### config.mk
export PLATFORM = sky130hd
export DESIGN_NAME = immgen_pipe
export DESIGN_NICKNAME = d
export VERILOG_FILES = /design/src/rtl/immgen_pipe.sv
export SDC_FILE = /design/constraint.sdc
export NUM_CORES = 1
export LEC_CHECK = 0
export CORE_UTILIZATION = 68
export DETAILED_ROUTE_END_ITERATION = 12
export DONT_BUFFER_PORTS = 1
export GPL_ROUTABILITY_DRIVEN = 0
export PLACE_DENSITY = 0.84
export SLEW_MARGIN = 20
export SYNTH_ARGS = -nofsm -noshare
export SYNTH_HDL_FRONTEND = slang
export SYNTH_SLANG_ARGS = --single-unit
export TNS_END_PERCENT = 30
### constraint.sdc
create_clock -name clk -period 4.3 [get_ports clk]
set_input_delay 0.86 -clock clk [delete_from_list [all_inputs] [get_ports clk]]
set_output_delay 0.86 -clock clk [all_outputs]
set_load 0.01 [all_outputs]
### src/rtl/immgen_pipe.sv
// Registered RISC-V immediate generator with a 2-entry elastic output buffer.
// Optional AES byte-select decode (custom-0 opcode) enabled by `define IMMGEN_AES_BS_EN.
module immgen_pipe #(
    parameter int XLEN  = 32,
    parameter int TAG_W = 4
) (
    input  logic             clk,
    input  logic             rst,
    input  logic             in_valid,
    output logic             in_ready,
    input  logic [31:0]      in_instr,
    input  logic [TAG_W-1:0] in_tag,
    output logic             out_valid,
    input  logic             out_ready,
    output logic [XLEN-1:0]  out_imm,
    output logic [2:0]       out_fmt,
    output logic [TAG_W-1:0] out_tag,
    output logic [1:0]       occ
);

    typedef enum logic [1:0] {
        EMPTY = 2'd0,
        ONE   = 2'd1,
        FULL  = 2'd2
    } state_e;

    localparam logic [2:0] FMT_R   = 3'd0;
    localparam logic [2:0] FMT_I   = 3'd1;
    localparam logic [2:0] FMT_S   = 3'd2;
    localparam logic [2:0] FMT_B   = 3'd3;
    localparam logic [2:0] FMT_U   = 3'd4;
    localparam logic [2:0] FMT_J   = 3'd5;
    localparam logic [2:0] FMT_AES = 3'd6;
    localparam logic [2:0] FMT_UNK = 3'd7;

    state_e             state_q;
    logic               in_ready_q;
    logic               out_valid_q;
    logic [XLEN-1:0]    out_imm_q;
    logic [2:0]         out_fmt_q;
    logic [TAG_W-1:0]   out_tag_q;
    logic [XLEN-1:0]    skid_imm_q;
    logic [2:0]         skid_fmt_q;
    logic [TAG_W-1:0]   skid_tag_q;

    logic [31:0]        imm32_d;
    logic [XLEN-1:0]    imm_d;
    logic [2:0]         fmt_d;
    logic               sgn;
    logic               accept;

    // Every format fits in 32 bits with its sign at bit 31, so widening is one replication.
    always_comb begin
        sgn     = in_instr[31];
        imm32_d = '0;
        fmt_d   = FMT_UNK;
        case (in_instr[6:0])
            7'b0010011, 7'b0000011, 7'b1100111, 7'b1110011, 7'b0001111, 7'b0011011: begin
                fmt_d   = FMT_I;
                imm32_d = {{20{sgn}}, in_instr[31:20]};
            end
            7'b0100011: begin
                fmt_d   = FMT_S;
                imm32_d = {{20{sgn}}, in_instr[31:25], in_instr[11:7]};
            end
            7'b1100011: begin
                fmt_d   = FMT_B;
                imm32_d = {{19{sgn}}, sgn, in_instr[7], in_instr[30:25], in_instr[11:8], 1'b0};
            end
            7'b0110111, 7'b0010111: begin
                fmt_d   = FMT_U;
                imm32_d = {in_instr[31:12], 12'b0};
            end
            7'b1101111: begin
                fmt_d   = FMT_J;
                imm32_d = {{11{sgn}}, sgn, in_instr[19:12], in_instr[20], in_instr[30:21], 1'b0};
            end
            7'b0110011, 7'b0111011: begin
                fmt_d   = FMT_R;
                imm32_d = '0;
            end
`ifdef IMMGEN_AES_BS_EN
            7'b0001011: begin
                fmt_d   = FMT_AES;
                imm32_d = {30'b0, in_instr[31:30]};
            end
`else
            7'b0001011: begin
                fmt_d   = FMT_UNK;
                imm32_d = '0;
            end
`endif
            default: begin
                fmt_d   = FMT_UNK;
                imm32_d = '0;
            end
        endcase
    end

    assign imm_d  = {{(XLEN-31){imm32_d[31]}}, imm32_d[30:0]};
    assign accept = in_valid && in_ready_q;

    // Occupancy FSM; in_ready is registered from the next state so no comb path reaches upstream.
    always_ff @(posedge clk) begin
        if (rst) begin
            state_q     <= EMPTY;
            in_ready_q  <= 1'b1;
            out_valid_q <= 1'b0;
            out_imm_q   <= '0;
            out_fmt_q   <= '0;
            out_tag_q   <= '0;
            skid_imm_q  <= '0;
            skid_fmt_q  <= '0;
            skid_tag_q  <= '0;
        end else begin
            case (state_q)
                EMPTY: begin
                    if (accept) begin
                        out_imm_q   <= imm_d;
                        out_fmt_q   <= fmt_d;
                        out_tag_q   <= in_tag;
                        out_valid_q <= 1'b1;
                        state_q     <= ONE;
                    end
                end
                ONE: begin
                    if (out_ready) begin
                        if (accept) begin
                            out_imm_q <= imm_d;
                            out_fmt_q <= fmt_d;
                            out_tag_q <= in_tag;
                        end else begin
                            out_valid_q <= 1'b0;
                            state_q     <= EMPTY;
                        end
                    end else if (accept) begin
                        skid_imm_q <= imm_d;
                        skid_fmt_q <= fmt_d;
                        skid_tag_q <= in_tag;
                        in_ready_q <= 1'b0;
                        state_q    <= FULL;
                    end
                end
                FULL: begin
                    if (out_ready) begin
                        out_imm_q  <= skid_imm_q;
                        out_fmt_q  <= skid_fmt_q;
                        out_tag_q  <= skid_tag_q;
                        in_ready_q <= 1'b1;
                        state_q    <= ONE;
                    end
                end
                default: begin
                    out_valid_q <= 1'b0;
                    in_ready_q  <= 1'b1;
                    state_q     <= EMPTY;
                end
            endcase
        end
    end

    assign in_ready  = in_ready_q;
    assign out_valid = out_valid_q;
    assign out_imm   = out_imm_q;
    assign out_fmt   = out_fmt_q;
    assign out_tag   = out_tag_q;
    assign occ       = state_q;

endmodule

After elaboration in Yosys (flattened, before gate mapping)
Index checks and enable logic that the tools add are counted.

Flip-flop bits (word level): 82. Bits in latches: 0. RAM bits: 0. Bits in read-only memories: 0. Output and inout port bits: 43. Memories: 0.

$add $sub $neg: 0. Multipliers: 0. Divide/modulo/power cells: 0. Magnitude comparators: 0. Eq/ne operators: 23. Shifts and indexed selects: 0. Multiplexer cells: 28. Bitwise logic cells: 3. Reductions and logical operators: 11.

Operators with widths (count): 32-bit case mux with 5 select lines (1); 32-bit two-way mux (3); 32-bit case mux with 3 select lines (1); 7-bit by 6-bit equality test with 1-bit output, second input constant (4); 7-bit equality test, second input constant (4); 7-bit by 5-bit equality test with 1-bit output, second input constant (3); 3-bit case mux with 6 select lines (1); 4-bit two-way mux (3); 2-bit != test, second input constant (6); 4-bit case mux with 3 select lines (1); 4-bit AND reduction (3); 2-bit two-way mux (5); 3-bit two-way mux (3); 3-bit case mux with 3 select lines (1); 7-bit by 2-bit equality test with 1-bit output, second input constant (1); 7-bit by 4-bit equality test with 1-bit output, second input constant (1); 1-bit two-way mux (6); 3-bit != test, second input constant (2); 1-bit case mux with 3 select lines (2); 2-bit case mux with 3 select lines (1); 3-bit AND reduction (2); 6-bit OR reduction (1); 2-bit OR reduction (2); 1-bit NOT (3); 5 further kinds (5).

Logic depth before layout (Yosys ltp)
Gate-level depths: netlist of the first run.

Word-level depth: 6. Gate-level depth with buffers: 7.

Worst setup path after synthesis of the first run
OpenSTA, ideal clock, no wires.

Path kind: input port to flip-flop. Start point: in in_instr[4]. End point: reg skid_imm_q[31]. Setup time: 71 ps. Arrival: 2042 ps. Setup slack: 2187 ps. Stages on the path: 5. Buffers on the path: 0. Path through: nor2b_1 or4_1 and3_1 or3_1 a21oi_1.

Word-level cells in the longest chain between the ends: 3. Elaborated cells between the ends (all ways): 14. Classes of those cells: eq/ne (11); mux (1); reduce/logical (2).

RTL lines: start, declared (RTL line 11) `input logic [31:0] in_instr,`; 7-bit by 5-bit equality test with 1-bit output, or another cell as far along (RTL line 57) `case (in_instr[6:0])`; 6-bit OR reduction / 2-bit OR reduction (equally long branches) (RTL line 57); 32-bit case mux with 5 select lines (*) (RTL line 57); end signal, assigned (RTL line 137) `skid_imm_q <= imm_d;`; end, declared (RTL line 42) `logic [XLEN-1:0] skid_imm_q;`.

Mark *: on every way between the ends. The rest lies on a longest branch, timed or not. A chain may end at the register's enable or synchronous reset.

Worst setup path after layout of the first run
Start point: reg state_q[1], in the netlist occ[1]. End point: reg out_imm_q[0], in the netlist out_imm[0].

Word-level cells in the longest chain between the ends: 3. Elaborated cells between the ends (all ways): 8. Classes of those cells: eq/ne (4); mux (1); reduce/logical (3).

RTL lines: start, declared (RTL line 36) `state_e state_q;`; start signal, assigned (RTL line 106) `state_q <= EMPTY;`; start signal, assigned (RTL line 123) `state_q <= ONE;`; start signal, assigned (RTL line 134) `state_q <= EMPTY;`; 2-bit by 1-bit equality test with 1-bit output, or another cell as far along (RTL line 116) `case (state_q)`; 2-bit != test (no line) / 3-bit nonzero test (equally long branches); 3-bit AND reduction (no line); end signal, assigned (RTL line 119) `out_imm_q <= imm_d;`; end signal, assigned (RTL line 129) `out_imm_q <= imm_d;`; end signal, assigned (RTL line 146) `out_imm_q <= skid_imm_q;`; end, declared (RTL line 39) `logic [XLEN-1:0] out_imm_q;`.

Parallel ways exist; a longest one is shown, timed or not.

==> impl_metrics.csv, run 1 <==
group,metric,value,unit
outcome,status,"finished, final reports clean",
floorplanning,initial_core_util,71.1,%
layout,final-instance-count-excl-fill,514,
yosys,synthesis.nets,500,
yosys,synth_commonest_cells,"82 x dfxtp_1, 73 x nand2_1, 61 x nor2_1",
yosys,synth_edf_count,0,
clock_network,cts_root_buf,"clkbuf_8",
critical_path,start_kind,"flip-flop",
placement,place_ws,1.33,ns
sta,fin_skew,0.00638,ns
drt,route.detailed.drc,0,
placement,hpwl,6520,µm
sta,fin_crit_sh,61.2,%
yosys,synth_top_cell_by_area,"dfxtp_1",
critical_path,crit_required,4.54,ns
critical_path,critPathKind,"reg -> reg",
critical_path,end_kind,"flip-flop",
drt,first_pass_iters,4,
power,max-vdd-ir-drop,0.000264,V
grt,grt_pass1_wl,15900,µm
yosys,yosys_warnings,0,
clock_network,clkSinkCount,82,
layout,antenna_cells,0,
layout,drive_gt1_share,13.1,%
drt,drtIter0Drc,240,
yosys,yosys.area_share.simple,22.7,%
layout,fill_cells,433,
floorplanning,core,5540,µm²
yosys,synthTopCellsByArea,"dfxtp_1 42%, nand2_1 7.0%, a221oi_2 6.9%, nor2_1 5.8%, o21ai_0 3.3%",
grt,grtUsageTotal,32.7,%
sta,relSlewSlack,29.6,%
floorplanning,die_y,78.1,µm
floorplanning,pin_count,83,
sta,tightest_slew,1.06,ns
sta,setup-tns-final,0,ns
sta,fin_ws,1.67,ns
flow_run,maxCapViolCount,0,
layout,final_util,73.8,%
sta,setup_viol,0,
drt,num_vias,3527,
floorplanning,die_w,78.1,µm
yosys,synth_flop_cell,"dfxtp_1",
yosys,yosysMostFrequentCell,"dfxtp_1",
clock_network,cts_buffer_depth,2,
yosys,yosys.area_share.xor_xnor,0,%
worst_hold_path,hp-class,"reg -> reg",
critical_path,critPathArrivalTime,2.87,ns
drt,wire_per_inst,19.0,µm
clock_network,clk_pin_slew,0.08,ns
yosys,synth_seq_cells,82,
clock_network,cts_buffers,9,
yosys,synth_top_family_by_area,"compound AO/OA/AOI/OAI gates",
clock_network,clkLatencyLatePin,0.35,ns
clock_network,post_cts_buffers,0,
floorplanning,dieArea,6100,µm²
drt,drt-vias-per-instance,6.86,
critical_path,crit_fanout,28,
yosys,synthMuxAreaShare,0.508,%
critical_path,r2r_slack,1.67,ns
drt,ant_nets,0,
power,power_density,398,nW/µm²
yosys,synthesis.area,3940,µm²
layout,areaGrowthSynthToFinish,3.72,%
yosys,synth_top_area_share,41.7,%
grt,first_global_vias,3332,
yosys,syn-instance-count,460,
drt,routed_wirelength,9750,µm
grt,antenna_found_initial,0,
floorplanning,std_cell_rows,27,
sta,period_minus_slack,2.63,ns
yosys,synth-adder-area-share,0,%
layout,regArea,1640,µm²
power,cellLeakagePower,1.35,nW
clock_network,cts_hold_buf,0,
sta,final-max-slew-violation-count,0,
clock_network,cts_resized,0,
yosys,netlist-cell-type-count,55,
placement,io_buffers,0,
placement,place_inst,498,
layout,multiInputGateArea,2120,µm²
yosys,avgSynthCellArea,8.57,µm²
clock_network,cts_tree,"built",
yosys,synth_compound_area_share,30.3,%
yosys,async_flop_share,0,%
sta,rsz0062_at_grt,"false",
layout,nets,477,
grt,grt_max_degree,81,
sta,max_freq,0.380,GHz
yosys,ys_seq_area_share,41.7,%
clock_network,htree_levels,3,
sta,hold_viol_final,0,
grt,grt_overflow,0,
-- cells by family after synthesis --
group	count (synthesis)
simple gates	192
compound gates	142
flops	82
buf+inv	42
mux	2
-- critical path: stages, from the launching register on --
cell	delay, ns
dfxtp_1	0.63
nand4bb_1	0.26
nand3_1	0.73
buf_4	0.50
nand3_1	0.11
a21oi_1	0.07
a41o_1	0.21
-- cells in the final DEF, fill, tap and decap left out, types with 5 or more instances in the layout --
master    synthesis  routed
o22ai_1           5       5
a311oi_1          7       7
a221oi_2         18      18
dfxtp_1          82      82
nor2_1           61      60
a211oi_1         16      16
a21oi_1          21      21
nor3_1            9       9
clkbuf_8          0       9
and3_1            7       7
a22oi_1           6       6
o21ai_0          26      26
a221oi_1         11      11
nand3_1           7       7
nand2_1          73      73
a211oi_2          8       8
-- where the power goes --
part	total, W	switching, W	leakage [nW]	internal (W)
logic	0.000213	0.000134	0.584	0.0000790
registers	0.000859	0.0000496	0.671	0.000809
clock network	0.000554	0.000285	0.0966	0.000270
-- registers in the layout, summed over array words and instances (netlist names) --
name        flops
in_ready        1
occ             2
out_fmt         3
out_imm        32
out_tag         4
out_valid       1
skid_fmt_q      3
skid_imm_q     32
skid_tag_q      4
-- final cells by class --
type / instances / area share (%)
clock buffer: 10 / 3.12
clock inverter: 6 / 1.59
inverter: 4 / 0.367
timing repair buffer: 4 / 0.735
sequential: 82 / 40.2
tap: 72 / 2.20
multi-input combinational: 336 / 51.8
-- path summary, 6_finish.rpt --
| kind | endpoint | from | depth (start not counted) |
|---|---|---|---|
| hold reg to reg | skid_tag_q[3] | skid_tag_q[3] | 2 |
| setup / recovery | out_imm[0] | occ[1] | 6 |
| hold / removal | skid_tag_q[3] | skid_tag_q[3] | 2 |
| setup reg to reg | out_imm[0] | occ[1] | 6 |
-- through the flow --
step                area, µm²  hold slack (ns)  power, W
floorplan                3940            0.432   0.00106
global placement         3890            0.434   0.00108
finish                   4090            0.453   0.00163
detailed placement       3890            0.443   0.00109
CTS                      4080            0.456   0.00162
global route             4090            0.477   0.00169
-- metal layers --
layer	vias to the layer above	share of wire, %	wire length, µm	global-route usage [%]
li1	1644	-	-	-
met4	0	1.3	130	10.0
met2	178	47	4560	53.3
met5	-	0	0	0
met1	1689	42	4130	43.2
met3	16	9.6	939	7.33
Power figures use the tool's default switching activity.
==> run 2: changes to the inputs <==
CORE_UTILIZATION = 63   (was 68)
PLACE_DENSITY = 0.79   (was 0.84)
clock period = 2.52 ns   (was 4.3 ns; I/O delays follow)
==> run 2 against run 1 <==
Against the previous run:
- clock skew grew 0.00055 ns
- via count fell by 1.9%
- sequential share of layout area decreased by 0.76 points
- highest routed layer unchanged
- clock power is 93% higher
- register-to-register slack worse by 1.4 ns
- routed wire length about the same
- worst setup slack worse by 1.4 ns
- critical path depth down 2
- count of clock-buffer cells in the layout unchanged
==> impl_metrics.csv, run 2 (synthesis results as in run 1) <==
group,metric,value,unit
grt,grt_overflow,0,
sta,rsz0062_at_grt,"false",
power,power_density,696,nW/µm²
placement,place_inst,507,
sta,fin_crit_sh,88.8,%
layout,drive_gt1_share,14.3,%
layout,nets,483,
placement,place_area,3940,µm²
drt,drt-vias-per-instance,6.62,
sta,hold_viol_final,0,
clock_network,clk_pin_slew,0.08,ns
grt,grt_max_degree,81,
clock_network,clkLatencyLatePin,0.35,ns
critical_path,cpPeakStageDelay,0.65,ns
layout,final_cell_mix,"82 x dfxtp_1, 73 x nand2_1, 61 x nor2_1",
layout,antenna_cells,0,
sta,period_minus_slack,2.24,ns
drt,drtIter0Drc,314,
placement,place_ws,0.318,ns
layout,areaGrowthSynthToFinish,5.72,%
layout,final_common_cell,"dfxtp_1",
grt,antenna_found_initial,0,
clock_network,htree_levels,3,
critical_path,start_kind,"flip-flop",
sta,setup-tns-final,0,ns
clock_network,cts_resized,0,
floorplanning,dieArea,6570,µm²
sta,setup_viol,0,
layout,final-instance-count-excl-fill,523,
sta,fin_skew,0.00692,ns
clock_network,cts_root_buf,"clkbuf_8",
critical_path,end_kind,"flip-flop",
outcome,status,"finished, final reports clean",
clock_network,cts_tree,"built",
drt,wire_per_inst,18.7,µm
drt,num_vias,3460,
sta,relSlewSlack,49.0,%
critical_path,crit_required,2.73,ns
clock_network,cts_buffer_depth,2,
layout,fill_cells,496,
drt,route.detailed.drc,0,
critical_path,critPathKind,"reg -> reg",
clock_network,cts_hold_buf,0,
floorplanning,std_cell_rows,28,
power,cellLeakagePower,1.40,nW
placement,io_buffers,0,
floorplanning,die_y,81.1,µm
floorplanning,core,5990,µm²
clock_network,cts_buffers,9,
critical_path,critPathArrivalTime,2.45,ns
clock_network,clkSinkCount,82,
layout,final_util,69.5,%
power,max-vdd-ir-drop,0.000447,V
placement,hpwl,6630,µm
floorplanning,die_w,81.1,µm
layout,final_area,4170,µm²
grt,grt_pass1_wl,15500,µm
drt,routed_wirelength,9760,µm
drt,ant_nets,0,
worst_hold_path,hp-class,"in -> reg",
clock_network,post_cts_buffers,0,
critical_path,cpMaxStageDelayCell,"nor2_1",
flow_run,maxCapViolCount,0,
grt,grtUsageTotal,31.0,%
sta,fin_ws,0.283,ns
sta,tightest_slew,0.763,ns
critical_path,crit_fanout,11,
floorplanning,pin_count,83,
grt,first_global_vias,3120,
sta,final-max-slew-violation-count,0,
drt,first_pass_iters,5,
critical_path,crit_chain,"nand2_1, or3_1, nor2_1, a211oi_1",
floorplanning,initial_core_util,65.8,%
sta,max_freq,0.447,GHz
[run 2: path summary, 6_finish.rpt]
check                  from             end  slack, ns  cells past startpoint
max reg2reg        in_ready  skid_imm_q[26]       0.28                      4
max                in_ready  skid_imm_q[26]       0.28                      4
min reg2reg  skid_imm_q[31]  skid_imm_q[31]       0.46                      2
min                     rst     out_imm[23]       0.20                      1
[run 2: cell type report]
type	count	area [µm²]	area share (%)
Inverter	4	15.0	0.360
Tap cell	75	93.8	2.25
Multi-Input combinational cell	336	2110	50.8
Clock buffer	10	138	3.30
Clock inverter	6	87.6	2.10
Sequential cell	82	1640	39.4
Timing Repair Buffer	10	75.1	1.80
[run 2: critical path, delay by kind of cell (launching register included)]
kind             cells  cell delay [ns]
AND/OR/NAND/NOR      3             1.44
flip-flops           1             0.46
AO/OA/AOI/OAI        1             0.18
[run 2: report_power, final]
part	internal [W]	switching [W]
clock network	0.000587	0.000479
logic	0.000142	0.000228
registers	0.00138	0.0000844
total	0.00211	0.000791
[run 2: metrics by stage]
stage / power [W] / hold slack, ns
2_1_floorplan: 0.00181 / 0.432
4_1_cts: 0.00291 / 0.197
6_report: 0.00290 / 0.205
5_1_grt: 0.00302 / 0.185
3_5_place_dp: 0.00186 / 0.442
3_3_place_gp: 0.00185 / 0.436
[run 2: metal layers]
metal / wire, µm / global-route usage [%]
met5: 0 / 0
met4: 106 / 11.4
met3: 858 / 7.53
met2: 4660 / 49.6
met1: 4130 / 40.4
==> run 3: changes to the inputs <==
CORE_UTILIZATION = 35   (was 63)
PLACE_DENSITY = 0.54   (was 0.79)
==> run 3 against run 2 <==
Against the previous run:
- cell area is 2.0% higher
- power down 5.1%
- non-clock buffer count rose by 5
- global-route usage is 12 points lower
- core utilization fell by 31 points
- cell count rose by 13%
- clock skew grew 0.0021 ns
- register-to-register slack improved by 0.26 ns
- first-iteration DRC count fell by 45%
- maximum frequency is 13% higher
- die area rose by 78%
- hold slack improved by 0.0020 ns
- critical path type unchanged
- critical endpoint is now skid_imm_q[6]
- highest routed layer unchanged
==> impl_metrics.csv, run 3 (synthesis results as in run 1) <==
group,metric,value,unit
placement,io_buffers,0,
sta,final-max-slew-violation-count,0,
floorplanning,core,10900,µm²
sta,period_minus_slack,1.98,ns
sta,fin_skew,0.00905,ns
outcome,status,"finished, final reports clean",
sta,tightest_slew,0.757,ns
drt,ant_nets,0,
grt,grt_max_degree,81,
critical_path,critical_path.endpoint,"skid_imm_q[6]",
clock_network,post_cts_buffers,0,
worst_hold_path,hold_start,"rst",
clock_network,cts_hold_buf,0,
grt,first_global_vias,3226,
drt,first_pass_iters,4,
sta,hold_viol_final,0,
sta,fin_crit_sh,78.6,%
critical_path,critPathKind,"reg -> reg",
sta,max_freq,0.505,GHz
drt,drt-vias-per-instance,5.83,
critical_path,cpMaxStageDelayCell,"a311oi_2",
critical_path,start_kind,"flip-flop",
grt,antenna_found_initial,0,
flow_run,maxCapViolCount,0,
placement,hpwl,7360,µm
placement,place_ws,0.439,ns
grt,grt_overflow,0,
grt,grtUsageTotal,19.4,%
power,cellLeakagePower,1.39,nW
layout,nets,488,
floorplanning,initial_core_util,36.2,%
worst_hold_path,hp-class,"in -> reg",
sta,timing.hold.ws,0.207,ns
layout,final_common_cell,"dfxtp_1",
layout,antenna_cells,0,
critical_path,crit_chain,"nand2_1, or3_1, a311oi_2, a22oi_1, nor2_1",
critical_path,cp-startpoint,"in_ready",
floorplanning,die_w,108,µm
power,p_clk_share,33.1,%
placement,place_area,4070,µm²
power,power_density,648,nW/µm²
critical_path,r2r_start,"in_ready",
layout,drive_gt1_share,14.6,%
floorplanning,pin_count,83,
critical_path,r2r_cells,5,
critical_path,cpPeakStageDelay,0.54,ns
layout,multiInputGateArea,2120,µm²
drt,drtIter0Drc,173,
floorplanning,die_y,108,µm
sta,relSlewSlack,49.5,%
floorplanning,dieArea,11700,µm²
layout,regArea,1640,µm²
clock_network,cts_buffer_depth,2,
placement,place_inst,577,
clock_network,clk_pin_slew,0.08,ns
clock_network,cts_resized,0,
clock_network,cts_tree,"built",
layout,final-instance-count-excl-fill,591,
grt,grt_pass1_wl,17400,µm
critical_path,cp.depth,5,
clock_network,htree_levels,3,
power,p_int,0.00197,W
sta,setup_viol,0,
critical_path,crit_fanout,6,
clock_network,cts_buffers,9,
critical_path,r2r-end,"skid_imm_q[6]",
critical_path,critPathArrivalTime,2.27,ns
drt,routed_wirelength,10900,µm
layout,fill_cells,1103,
power,combPwrFrac,13.6,%
critical_path,r2r_slack,0.54,ns
clock_network,cts_root_buf,"clkbuf_8",
drt,num_vias,3448,
sta,fin_ws,0.540,ns
layout,final_cell_mix,"82 x dfxtp_1, 73 x nand2_1, 60 x nor2_1",
clock_network,clkSinkCount,82,
layout,final_area,4250,µm²
power,swShare,28.3,%
sta,setup-tns-final,0,ns
drt,route.detailed.drc,0,
power,max-vdd-ir-drop,0.000231,V
sta,rsz0062_at_grt,"false",
critical_path,end_kind,"flip-flop",
critical_path,critical-path-top-delay-family,"simple AND/OR/NAND/NOR gates",
clock_network,clkLatencyLatePin,0.36,ns
critical_path,crit_buf_inv,0,
layout,areaGrowthSynthToFinish,7.81,%
critical_path,crit_required,2.81,ns
drt,wire_per_inst,18.4,µm
power,switching_power,0.000778,W
floorplanning,std_cell_rows,38,
power,p_seq_share,53.4,%
-- run 3: cell types whose count changed in the layout (fill, tap and decap cells not counted) --
cell	before	now
buf_4	10	14
clkbuf_1	0	2
buf_12	0	1
bufinv_16	2	1
clkbuf_8	10	9
clkinv_2	2	1
clkinv_4	1	0
clkinvlp_4	0	1
inv_6	1	0
nor2_1	61	60
nor2_2	0	1
-- run 3: power by group through the flow --
stage	combinational (W)	sequential, W	clock [W]
CTS	0.000377	0.00147	0.000945
detailed placement	0.000377	0.00150	0
finish	0.000374	0.00147	0.000910
global route	0.000420	0.00148	0.000994
floorplan	0.000327	0.00148	0
global placement	0.000372	0.00150	0
-- run 3: per-layer routing --
layer	vias to the layer above	part of all wire (%)	global-route usage (%)
li1	1661	-	-
met1	1674	45	25.0
met2	99	47	30.4
met3	14	6.9	6.75
met4	0	1.4	5.77
met5	-	0	0
-- run 3: how the worst min path moves through the flow --
| stage | endpoint | slack [ns] | cells after the start |
|---|---|---|---|
| finish | out_imm[26] | 0.21 | 1 |
| global route | out_imm[12] | 0.18 | 1 |
| global placement | skid_imm_q[31] | 0.44 | 2 |
| floorplan | skid_imm_q[11] | 0.43 | 2 |
| CTS | skid_imm_q[13] | 0.19 | 1 |
| detailed placement | skid_imm_q[31] | 0.44 | 2 |
-- run 3: worst reg2reg max path: stages (launching register included) --
cell,delay [ns]
dfxtp_1,0.46
nand2_1,0.21
or3_1,0.45
a311oi_2,0.54
a22oi_1,0.14
nor2_1,0.11
-- run 3: area by class of cell --
class,instances,area share [%]
clock inverter,3,1.00
tap,140,4.12
timing repair buffer,15,2.95
clock buffer,11,3.09
sequential,82,38.6
multi-input combinational,336,49.8
inverter,4,0.353
-- run 3: per-stage QoR --
stage	power [W]	utilization, %
2_1_floorplan	0.00181	-
3_3_place_gp	0.00187	37.4
3_5_place_dp	0.00188	37.4
4_1_cts	0.00279	39.0
5_1_grt	0.00290	39.0
6_report	0.00275	39.0
